===== config.mk =====
export PLATFORM = sky130hd
export DESIGN_NAME = ps2_host_tx
export DESIGN_NICKNAME = d
export VERILOG_FILES = /design/src/rtl/ps2_pkg.sv /design/src/rtl/ps2_line_sync.sv /design/src/rtl/ps2_host_tx.sv
export SDC_FILE = /design/constraint.sdc
export NUM_CORES = 1
export LEC_CHECK = 0
export ABC_AREA = 1
export CAP_MARGIN = 20
export CORE_AREA = 2 2 88 90
export CTS_CLUSTER_SIZE = 25
export DETAILED_ROUTE_END_ITERATION = 12
export DIE_AREA = 0 0 90 92
export PLACE_DENSITY_LB_ADDON = 0.3
export SLEW_MARGIN = 30
export SYNTH_ARGS = -nofsm -noshare
export SYNTH_HDL_FRONTEND = slang
export SYNTH_SLANG_ARGS = --single-unit

===== constraint.sdc =====
create_clock -name CLK -period 1.7 [get_ports CLK]
set_input_delay 0.34 -clock CLK [delete_from_list [all_inputs] [get_ports CLK]]
set_output_delay 0.34 -clock CLK [all_outputs]
set_load 0.02 [all_outputs]

===== src/rtl/ps2_pkg.sv =====
// ---------------------------------------------------------------------------
// ps2_pkg
// Shared definitions for the PS/2 host transmitter:
//   ps2_state_e     - transmitter FSM states
//   FRAME_LEN       - bits shifted out after the start bit (8 data, parity, stop)
//   KEYBOARD_TX_AD  - MMIO address used by the bus wrapper for this block
//   odd_parity()    - parity bit that makes data+parity contain an odd count of ones
//   build_frame()   - {stop, parity, data[7:0]} as sent LSB first
// ---------------------------------------------------------------------------
package ps2_pkg;

    typedef enum logic [2:0] {
        IDLE     = 3'd0,
        INHIBIT  = 3'd1,
        REQ      = 3'd2,
        BITS     = 3'd3,
        ACK      = 3'd4,
        WAIT_REL = 3'd5
    } ps2_state_e;

    localparam int FRAME_LEN = 10;

    localparam logic [31:0] KEYBOARD_TX_AD = 32'h1124_0000;

    function automatic logic odd_parity(input logic [7:0] data);
        return ~^data;
    endfunction

    function automatic logic [FRAME_LEN-1:0] build_frame(input logic [7:0] data);
        return {1'b1, odd_parity(data), data};
    endfunction

endpackage


===== src/rtl/ps2_line_sync.sv =====
// ---------------------------------------------------------------------------
// ps2_line_sync
// Brings one raw open-drain PS/2 line into the CLK domain through two flops
// and flags its falling edges.
//   CLK       in   system clock
//   RST_N     in   synchronous active-low reset
//   line_raw  in   asynchronous line level
//   line_sync out  synchronized level
//   line_fall out  one-cycle pulse when the synchronized level goes 1 -> 0
// Every stage resets to 1 because an idle PS/2 line floats high; this keeps
// reset release from producing a false falling edge.
// ---------------------------------------------------------------------------
module ps2_line_sync (
    input  logic CLK,
    input  logic RST_N,
    input  logic line_raw,
    output logic line_sync,
    output logic line_fall
);

    logic meta_r;
    logic sync_r;
    logic prev_r;

    // two-flop synchronizer plus one history flop for edge detection
    always_ff @(posedge CLK) begin
        if (!RST_N) begin
            meta_r <= 1'b1;
            sync_r <= 1'b1;
            prev_r <= 1'b1;
        end else begin
            meta_r <= line_raw;
            sync_r <= meta_r;
            prev_r <= sync_r;
        end
    end

    assign line_sync = sync_r;
    assign line_fall = prev_r & ~sync_r;

endmodule


===== src/rtl/ps2_host_tx.sv =====
// ---------------------------------------------------------------------------
// ps2_host_tx
// Sends one command byte from the host to a PS/2 device: inhibit the clock,
// issue the start bit, shift data/parity/stop on device clock falling edges,
// then capture the device acknowledge.
//   CLK         in   system clock (single domain)
//   RST_N       in   synchronous active-low reset
//   TX_DATA     in   [7:0] command byte
//   TX_START    in   one-cycle request, latches TX_DATA when idle
//   PS2CLK_IN   in   raw PS/2 clock line
//   PS2DATA_IN  in   raw PS/2 data line
//   PS2CLK_OE   out  1 = pull PS/2 clock low
//   PS2DATA_OE  out  1 = pull PS/2 data low
//   BUSY        out  transfer in progress
//   DONE        out  one-cycle pulse on normal completion
//   ACK_OK      out  device acknowledged the last completed transfer
//   ERR         out  one-cycle pulse when the transfer times out
// ---------------------------------------------------------------------------
module ps2_host_tx
    import ps2_pkg::*;
#(
    parameter int INHIBIT_CYCLES = 12000,
    parameter int TIMEOUT_CYCLES = 1500000
) (
    input  logic       CLK,
    input  logic       RST_N,
    input  logic [7:0] TX_DATA,
    input  logic       TX_START,
    input  logic       PS2CLK_IN,
    input  logic       PS2DATA_IN,
    output logic       PS2CLK_OE,
    output logic       PS2DATA_OE,
    output logic       BUSY,
    output logic       DONE,
    output logic       ACK_OK,
    output logic       ERR
);

    localparam int INH_W = $clog2(INHIBIT_CYCLES + 1);
    localparam int TMO_W = $clog2(TIMEOUT_CYCLES + 1);
    localparam logic [INH_W-1:0] INH_LAST = INH_W'(INHIBIT_CYCLES - 1);
    localparam logic [TMO_W-1:0] TMO_LAST = TMO_W'(TIMEOUT_CYCLES - 1);
    localparam logic [3:0]       LAST_IDX = 4'(FRAME_LEN - 1);

    ps2_state_e           state_r;
    logic [FRAME_LEN-1:0] frame_r;
    logic [3:0]           bit_idx_r;
    logic [INH_W-1:0]     inh_cnt_r;
    logic [TMO_W-1:0]     tmo_cnt_r;
    logic                 clk_oe_r;
    logic                 data_oe_r;
    logic                 busy_r;
    logic                 done_r;
    logic                 ack_ok_r;
    logic                 err_r;

    logic clk_sync_s;
    logic clk_fall_s;
    logic data_sync_s;
    logic data_fall_unused_s;
    logic tmo_active_s;
    logic tmo_hit_s;

    ps2_line_sync u_clk_sync (
        .CLK       (CLK),
        .RST_N     (RST_N),
        .line_raw  (PS2CLK_IN),
        .line_sync (clk_sync_s),
        .line_fall (clk_fall_s)
    );

    // Data-line edges carry no meaning for the transmitter; only its level is used.
    ps2_line_sync u_data_sync (
        .CLK       (CLK),
        .RST_N     (RST_N),
        .line_raw  (PS2DATA_IN),
        .line_sync (data_sync_s),
        .line_fall (data_fall_unused_s)
    );

    // States in which the device is expected to make progress and may stall out.
    assign tmo_active_s = (state_r == REQ) || (state_r == BITS) ||
                          (state_r == ACK) || (state_r == WAIT_REL);

    // A device clock edge in the same cycle always wins over the timeout.
    assign tmo_hit_s = tmo_active_s && !clk_fall_s && (tmo_cnt_r == TMO_LAST);

    // Transmitter FSM with registered line drivers and status outputs.
    always_ff @(posedge CLK) begin
        if (!RST_N) begin
            state_r   <= IDLE;
            frame_r   <= {FRAME_LEN{1'b0}};
            bit_idx_r <= 4'd0;
            inh_cnt_r <= {INH_W{1'b0}};
            tmo_cnt_r <= {TMO_W{1'b0}};
            clk_oe_r  <= 1'b0;
            data_oe_r <= 1'b0;
            busy_r    <= 1'b0;
            done_r    <= 1'b0;
            ack_ok_r  <= 1'b0;
            err_r     <= 1'b0;
        end else if (tmo_hit_s) begin
            state_r   <= IDLE;
            clk_oe_r  <= 1'b0;
            data_oe_r <= 1'b0;
            busy_r    <= 1'b0;
            done_r    <= 1'b0;
            ack_ok_r  <= 1'b0;
            err_r     <= 1'b1;
            tmo_cnt_r <= {TMO_W{1'b0}};
        end else begin
            done_r <= 1'b0;
            err_r  <= 1'b0;

            if (tmo_active_s) begin
                if (clk_fall_s) begin
                    tmo_cnt_r <= {TMO_W{1'b0}};
                end else begin
                    tmo_cnt_r <= tmo_cnt_r + {{(TMO_W-1){1'b0}}, 1'b1};
                end
            end else begin
                tmo_cnt_r <= tmo_cnt_r;
            end

            case (state_r)
                IDLE: begin
                    if (TX_START) begin
                        frame_r   <= build_frame(TX_DATA);
                        busy_r    <= 1'b1;
                        clk_oe_r  <= 1'b1;
                        data_oe_r <= 1'b0;
                        ack_ok_r  <= 1'b0;
                        inh_cnt_r <= {INH_W{1'b0}};
                        state_r   <= INHIBIT;
                    end
                end

                INHIBIT: begin
                    if (inh_cnt_r == INH_LAST) begin
                        data_oe_r <= 1'b1;
                        tmo_cnt_r <= {TMO_W{1'b0}};
                        state_r   <= REQ;
                    end else begin
                        inh_cnt_r <= inh_cnt_r + {{(INH_W-1){1'b0}}, 1'b1};
                    end
                end

                // Start bit is on the line; hand the clock back to the device.
                REQ: begin
                    clk_oe_r  <= 1'b0;
                    bit_idx_r <= 4'd0;
                    state_r   <= BITS;
                end

                // Frame bit 9 is the stop bit (1), so its edge releases the data line.
                BITS: begin
                    if (clk_fall_s) begin
                        data_oe_r <= ~frame_r[bit_idx_r];
                        bit_idx_r <= bit_idx_r + 4'd1;
                        if (bit_idx_r == LAST_IDX) begin
                            state_r <= ACK;
                        end
                    end
                end

                // Device pulls data low during this clock edge to acknowledge.
                ACK: begin
                    if (clk_fall_s) begin
                        ack_ok_r <= ~data_sync_s;
                        state_r  <= WAIT_REL;
                    end
                end

                WAIT_REL: begin
                    if (clk_sync_s && data_sync_s) begin
                        done_r  <= 1'b1;
                        busy_r  <= 1'b0;
                        state_r <= IDLE;
                    end
                end

                default: begin
                    state_r   <= IDLE;
                    clk_oe_r  <= 1'b0;
                    data_oe_r <= 1'b0;
                    busy_r    <= 1'b0;
                end
            endcase
        end
    end

    assign PS2CLK_OE  = clk_oe_r;
    assign PS2DATA_OE = data_oe_r;
    assign BUSY       = busy_r;
    assign DONE       = done_r;
    assign ACK_OK     = ack_ok_r;
    assign ERR        = err_r;

endmodule


Word-level counts from Yosys, hierarchy flattened --
Cells that the tools add are included. Widths: inputs -> output; s select.
Word-level totals: bits in registers 63, input port bits 13, output and inout port bits 6, logic and storage cells 100
Cells by class: $add $sub $neg 3, $lt $le $gt $ge 1, equal/unequal tests 15, muxes and demuxes 30, bitwise operators 10, reductions and logical operators 25
Operators with widths (count):
- $mux 21 | 4
- $mux 14 | 2
- $pmux 14 s2 | 1
- $add 21x1->21 const B | 1
- $eq 21x21->1 const B | 1
- $mux 3 | 6
- $pmux 3 s6 | 1
- $add 14x1->14 const B | 1
- $eq 14x14->1 const B | 1
- $reduce_and 3->1 | 4
- $ne 2x2->1 const B | 5
- $mux 1 | 9
- $not 1->1 | 9
- $pmux 4 s2 | 1
- $reduce_and 4->1 | 2
- $reduce_or 4->1 | 2
- $reduce_xnor 8->1 | 1
- $eq 3x2->1 const B | 2
- $eq 3x3->1 const B | 2
- $reduce_and 6->1 | 1
- $reduce_bool 2->1 | 3
- $reduce_or 3->1 | 2
- $lt 4x5->1 const B | 1
- $add 4x1->4 const B | 1
- 15 further kinds | 21

Depth between registers and ports, before layout --
Gate-level depths: netlist of run 1.
depth in word-level cells 8, mapped depth 11, gate-level depth less buffers 11

Cells and area by module --
Synthesis of run 1 repeated with hierarchy kept, for this count alone.
Unflattened totals: cell total of the unflattened synthesis 534, area, all modules 3532.1 µm²
By module, submodules not included:
- ps2_host_tx | instances 1, cells each 512, area each 3352.0 µm², seq. area each 1161.1 µm²
- ps2_line_sync | instances 2, cells each 11, area each 90.1 µm², seq. area each 60.1 µm²

Worst setup path before layout of run 1 --
No wires, ideal clock.
path type flip-flop to flip-flop, from register inh_cnt_r[0], to register inh_cnt_r[10], setup time 0.070 ns, data arrival time 1.437 ns, required time 1.630 ns, slack 0.192 ns, cell stages (with the launch flop) 11, buffers on the path 1, clock period less this slack 1.508 ns, cells stage by stage dfxtp_1 > ha_1 > nand2_1 > nor2_2 > nand3_2 > nand2_4 > nand2_4 > nand2_2 > buf_6 > nand2_1 > a21oi_1
On the way: longest elaborated chain between the ends 3, elaborated cells between the ends (all ways) 6
Ends and longest elaborated chain:
- from (decl) | line ps2_host_tx.sv:48 | logic [INH_W-1:0] inh_cnt_r;
- from (signal assigned) | line ps2_host_tx.sv:94 | inh_cnt_r <= {INH_W{1'b0}};
- from (signal assigned) | line ps2_host_tx.sv:133 | inh_cnt_r <= {INH_W{1'b0}};
- from (signal assigned) | line ps2_host_tx.sv:144 | inh_cnt_r <= inh_cnt_r + {{(INH_W-1){1'b0}}, 1'b1};
- $add 14x1->14 / $eq 14x14->1 (equally long branches) | line ps2_host_tx.sv:144, ps2_host_tx.sv:139
- $mux 14 / $ne 2x2->1 (equally long branches)
- $pmux 14 s2 / $reduce_and 4->1 (equally long branches)
Several ways; a longest one is shown, not always the timed one. The select of a mux whose other input is x is not followed. A chain may end at the register's enable or synchronous reset.

Worst setup path in the final report of run 1 --
from register data_oe_r (netlist: PS2DATA_OE), to output port PS2DATA_OE
RTL lines:
- from (decl) | line ps2_host_tx.sv:51 | logic data_oe_r;
- from (signal assigned) | line ps2_host_tx.sv:158 | data_oe_r <= ~frame_r[bit_idx_r];
- to (decl) | line ps2_host_tx.sv:32 | output logic PS2DATA_OE,
No word-level cell between the ends.

==> results of run 1 <==
[state kept, by name (all words and copies together), names as in the netlist]
register	flops
inh_cnt_r	14
u_data_sync.meta_r	1
u_clk_sync.line_sync	1
DONE	1
u_data_sync.line_sync	1
ERR	1
u_clk_sync.prev_r	1
ACK_OK	1
PS2DATA_OE	1
bit_idx_r	4
state_r	3
u_clk_sync.meta_r	1
BUSY	1
tmo_cnt_r	21
PS2CLK_OE	1
frame_r	10
[routing by layer]
metal / routed length, um / GRT usage / vias up
met2: 3720 / 0.322 / 99
met3: 413 / 0.0435 / 14
met5: 0 / 0 / -
met1: 3600 / 0.250 / 1474
met4: 107 / 0.0679 / 0
li1: - / - / 1737
[cell type report]
cell class	count	area [sq um]	area share
Multi-Input combinational cell	379	2070	0.485
Sequential cell	63	1270	0.298
Timing Repair Buffer	37	335	0.0788
Inverter	66	250	0.0588
Clock buffer	13	169	0.0397
Tap cell	102	128	0.0300
Clock inverter	3	40.0	0.00941
[path summary, 6_finish.rpt]
| kind | startpoint | end | depth (start not counted) |
|---|---|---|---|
| worst max-delay path | PS2DATA_OE$_SDFFE_PP0P_ | PS2DATA_OE | 1 |
| worst min-delay path | u_clk_sync.meta_r$_SDFF_PN1_ | u_clk_sync.line_sync$_SDFF_PN1_ | 1 |
| worst max register to register | tmo_cnt_r[0]$_SDFF_PP0_ | tmo_cnt_r[20]$_SDFF_PP0_ | 9 |
| worst min register to register | u_clk_sync.meta_r$_SDFF_PN1_ | u_clk_sync.line_sync$_SDFF_PN1_ | 1 |
[cells by family after synthesis]
group | Yosys count
AND/OR/NAND/NOR | 293
buffers and inverters | 75
flip-flops | 63
AO/OA/AOI/OAI | 60
XOR/XNOR | 22
adder cells (fa/ha/maj) | 4
[power groups by stage]
stage | logic [W] | registers (W) | clock network [W]
after floorplan | 0.00149 | 0.00182 | 0
after global placement | 0.00212 | 0.00181 | 0
after detailed placement | 0.00213 | 0.00181 | 0
after CTS | 0.00214 | 0.00178 | 0.00140
after global routing | 0.00246 | 0.00181 | 0.00146
final | 0.00219 | 0.00180 | 0.00137
[layout by cell type (no fill, tap or decap), types with 2 or more instances in the layout]
master             n
nand2_4            4
or2_2              8
clkdlybuf4s50_1   18
nor3_2             4
nor3_1             7
inv_2              3
and2_1             2
o22ai_1            2
buf_4             18
nor2_4             8
nand4_1           12
inv_1             62
nor2_2            14
xnor2_1            8
o21ai_0           16
dfxtp_2            3
nand3b_1           4
nand2_2            2
xor2_1            14
clkinv_2           2
nand2_1          123
a21oi_1           34
nand3_1           43
ha_1               3
nand3_4            2
clkbuf_8          12
nor2_1            54
dfxtp_1           59
[through the flow]
step                power, W  utilization  area, sq um  setup TNS, ns
finish               0.00536        0.572         4260              0
global route         0.00574        0.572         4260        -0.0270
CTS                  0.00532        0.562         4190              0
detailed placement   0.00394        0.534         3970              0
global placement     0.00392        0.534         3970              0
floorplan            0.00331            -         3570              0
[repair_timing]
action,CTS,global route
setup endpoints to repair,1,42
pin swaps,0,6
resized for setup,1,20
endpoints found under the hold margin,0,0
==> results.ini, run 1 <==
[yosys]
async_reset_ff_frac=0
synthTopCellsByArea=dfxtp_1, nand2_1, inv_1
syn-mean-instance-area_sq_um=6.90
muxShareOfSynthArea=0
dominantRegCellSynth=dfxtp_1
synth.most_common_cell=nand2_1
syn_area_sq_um=3570
syn_nets=534
synthXorXnorAreaFrac=0.0540
synth_cell_types=41
synth-simple-area-share=0.400
synthAdderAreaFrac=0.0140
netlist.area_leader.share=0.354
synth_compound_gate_area_share=0.0923
yosysWarnings=0
postSynthCellCount=517
synth-seq-area-share=0.354
post_synth_most_frequent_cells=nand2_1, dfxtp_1, inv_1
synth_top_area_cell=dfxtp_1
synth-edff-count=0
synth_top_family_by_area=simple AND/OR/NAND/NOR gates
synth-seq-cells=63

[power_and_ir_drop]
combinationalPowerShare=0.408
power.internal_w=0.00328
swShare=0.388
vdd.ir_drop.worst_uv=749
p_sw_w=0.00208
power.share.clock=0.256
power_density_nw_per_um2=1260
cellLeakagePower_nw=1.72
seqPwrFrac=0.335

[floorplanning]
floorplan.die.width_um=90
die_height_um=92
core_region_area_sq_um=7450
floorplan.die_area_sq_um=8280
std_cell_rows=32
num_io_pins=19
effective_utilization_at_floorplan=0.479

[placement]
gp_routability_congestion=0.964
detailedPlace.worstSlack_ns=0.00954
place.detailed.instances=647
buffer_ports.inserted=18
post-dp-hpwl_um=5830

[final_layout]
syn2layout_area_growth_pct=19.4
fillers=699
fin_cells=663
layout-drive-gt1-share=0.166
antenna_cells_inserted=0
final_net_count=573

[setup_path]
cpPeakStageDelay_ns=0.61
crit_path_top_delay_cell=clkdlybuf4s50_1
worst_ep_arrival_time_ns=1.30
cp_data_required_time_ns=1.36
cp_cell_sequence=clkdlybuf4s50_1
ff2ff_setup_slack_ns=0.11
worst-path-max-fanout=2
timing.critical_path.to_type=output port
worstSetupPathType=flip-flop to output port
worstSetupStartpointType=flip-flop
crit_family=buffers and inverters
critical_path_buf_inv_count=1

[clocking]
clock_tree.htree_level_count=3
inserted_clock_buffers=9
tritoncts=built
cts_max_path_buffers=2
post-cts-setup-buffers=0
cts_num_sinks=63
cts.reportedPaths.clkPinSlew_ns=0.07
cts_root_buf=clkbuf_8
worst_skew_pair.late_latency_ns=0.34
cts.hold.buffers_added=0

[hold_path]
hold_path_class=flip-flop to flip-flop

[sta]
drv_slew=0
min_period_ns=1.64
relSlewSlack=0.755
hold_viol=0
maxClockFrequency_mhz=611
skew_ns=0.00532
max_slew.worst_pin.slew_ns=0.365
hold-worst-slack_ns=0.414
crit_path_setup_slack_layout_ns=0.0647
setup-violations-final=0
final_critical_path_share_of_the_clock_period=0.962

[flow_run]
max_cap_violations=0

[route]
wl_per_cell_um=11.8
detailroute.via_count=3324
drt_pass1_iterations=5
number_of_drc_markers_after_the_initial_detailed_route_iteration=107
detail_route.vias_per_cell=5.01
ant_nets=0
post-route-drc-count=0
totalWireLength_um=7840

[grt]
pin_count_of_the_biggest_net_entering_global_routing=20
antenna_found_initial=0
grtUsageTotal=0.194
first_pass_grt_wire_length_um=13300
total_congestion_overflow=0
vias_in_the_first_global_route=3102

[run_status]
outcome=complete, no violations

No activity file was read; power rests on OpenSTA's default activity.
==> inputs of run 2 (changes only) <==
- GPL_ROUTABILITY_DRIVEN: default -> 1
- SYNTH_HIERARCHICAL: default -> 1
==> run 2 against run 1 <==
Non-clock buffer count grew 20. Critical endpoint unchanged. Die area is the same. Synthesized area shrank 1.9%. Clock-buffer cell count shrank 3. Highest routed layer unchanged. Register-to-register slack gained 0.03 ns.
==> results.ini, run 2 <==
[yosys]
postSynthCellCount=529  ; +2.3%
yosysWarnings=6  ; +6
syn-mean-instance-area_sq_um=6.61  ; -4.2%
syn_area_sq_um=3500  ; -1.9%
syn_nets=546  ; +2.2%

[route]
wl_per_cell_um=11.9  ; +0.83%
detailroute.via_count=3515  ; +5.7%
detail_route.vias_per_cell=5.06  ; +0.88%
drt_pass1_iterations=5  ; unchanged
ant_nets=0  ; unchanged
post-route-drc-count=0  ; unchanged
totalWireLength_um=8290  ; +5.7%
number_of_drc_markers_after_the_initial_detailed_route_iteration=146  ; +36%

[placement]
detailedPlace.worstSlack_ns=-0.0154  ; -0.0249 ns
post-dp-hpwl_um=6090  ; +4.4%
gp_routability_congestion=0.934  ; -3.1%
buffer_ports.inserted=18  ; unchanged

[power_and_ir_drop]
vdd.ir_drop.worst_uv=592  ; -21%
power_density_nw_per_um2=1160  ; -7.6%
cellLeakagePower_nw=1.76  ; +2.1%
p_total_w=0.00505  ; -5.8%

[floorplanning]
num_io_pins=19  ; unchanged
core_region_area_sq_um=7450  ; unchanged
floorplan.die.width_um=90  ; unchanged
floorplan.die_area_sq_um=8280  ; unchanged
effective_utilization_at_floorplan=0.470  ; -0.00924
std_cell_rows=32  ; unchanged
die_height_um=92  ; unchanged

[sta]
crit_path_setup_slack_layout_ns=0.0464  ; -0.0182 ns
maxClockFrequency_mhz=605  ; -1.1%
drv_slew=0  ; unchanged
max_slew.worst_pin.slew_ns=0.385  ; +0.0204 ns
setup-violations-final=0  ; unchanged
relSlewSlack=0.743  ; -0.0117
skew_ns=0.0108  ; +0.00548 ns
hold-worst-slack_ns=0.419  ; +0.00504 ns
hold_viol=0  ; unchanged
final_critical_path_share_of_the_clock_period=0.973  ; +0.0107
tns_ns=0  ; unchanged
min_period_ns=1.65  ; +0.0182 ns

[final_layout]
syn2layout_area_growth_pct=24.1
largest_reg_flops=21  ; unchanged
antenna_cells_inserted=0  ; unchanged
most_frequent_standard_cell_in_the_layout_excluding_fill_and_tap_cells=nand2_1
area.sequential_sq_um=1270  ; -0.20%
final_net_count=605  ; +5.6%
fillers=716  ; +2.4%
reg_top3=tmo_cnt_r: 21 flops, inh_cnt_r: 14 flops, frame_r: 10 flops
layout-drive-gt1-share=0.179  ; +0.0130
registers.top_by_ff_count=tmo_cnt_r
multiInputGateArea_sq_um=1960  ; -5.1%
final_cell_mix=nand2_1, inv_1, dfxtp_1

[grt]
pin_count_of_the_biggest_net_entering_global_routing=20  ; unchanged
first_pass_grt_wire_length_um=14100  ; +6.5%
total_congestion_overflow=0  ; unchanged
vias_in_the_first_global_route=3303  ; +6.5%
grtUsageTotal=0.206  ; +0.0121
antenna_found_initial=0  ; unchanged

[setup_path]
worstSetupStartpointType=flip-flop
worst_ep_arrival_time_ns=1.31  ; about the same
cp_data_required_time_ns=1.36  ; about the same
cpPeakStageDelay_ns=0.61  ; about the same
worst-path-max-fanout=2  ; unchanged
critical_path_buf_inv_count=1  ; unchanged
cp_cell_sequence=clkdlybuf4s50_1
timing.critical_path.to_type=output port
crit_path_top_delay_cell=clkdlybuf4s50_1
crit_family=buffers and inverters
worstSetupPathType=flip-flop to output port

[clocking]
cts_root_buf=clkbuf_8
worst_skew_pair.late_latency_ns=0.35  ; about the same
cts_max_path_buffers=2  ; unchanged
cts.hold.buffers_added=0  ; unchanged
inserted_clock_buffers=9  ; unchanged
clock_tree.htree_level_count=3  ; unchanged
cts_num_sinks=63  ; unchanged
cts.reportedPaths.clkPinSlew_ns=0.08  ; about the same
tritoncts=built

[run_status]
outcome=complete, no violations

[hold_path]
hold_path_class=flip-flop to flip-flop

[flow_run]
max_cap_violations=0  ; unchanged

==> run 2: path summary, 6_finish.rpt <==
path                            slack, ns  cells after the start                          from                               to
worst max-delay path                 0.05                      1       PS2DATA_OE$_SDFFE_PP0P_                       PS2DATA_OE
worst max register to register       0.14                      9       state_r[2]$_SDFFE_PP0P_         tmo_cnt_r[18]$_SDFF_PP0_
worst min register to register       0.42                      2  u_clk_sync/meta_r$_SDFF_PN1_  u_clk_sync/line_sync$_SDFF_PN1_
worst min-delay path                 0.42                      2  u_clk_sync/meta_r$_SDFF_PN1_  u_clk_sync/line_sync$_SDFF_PN1_
==> run 2: power by group <==
group | internal (W) | switching [W]
Combinational | 0.000772 | 0.00112
Sequential | 0.00167 | 0.000141
Clock | 0.000721 | 0.000630
==> run 2: repair_timing <==
item                       4_1_cts  5_1_grt
hold endpoints to repair         0        0
buffers inserted                 0        3
cloned                           0        0
setup endpoints to repair        8       40
gates resized for setup          2       19
pin swaps                        0        2
==> run 2: per-stage QoR <==
| step | utilization | cells | area, sq um |
|---|---|---|---|
| after detailed placement | 0.543 | 676 | 4050 |
| final | 0.583 | 695 | 4340 |
| after CTS | 0.572 | 692 | 4260 |
| after global routing | 0.583 | 695 | 4340 |
| after global placement | 0.543 | 676 | 4050 |
| after floorplan | - | 529 | 3500 |
==> run 2: routing by layer <==
layer,up-vias,GRT usage,routed length (um)
li1,1810,-,-
met4,0,0.0782,133
met2,66,0.370,4230
met5,-,0,0
met3,15,0.0444,261
met1,1624,0.241,3670
==> run 2: cell type report <==
cell class,count,area share
multi-input cells,383,0.452
inverters,74,0.0646
well taps,102,0.0294
clock inverters,6,0.0161
flip-flops and latches,63,0.292
clock buffers,10,0.0317
repair buffers,57,0.115
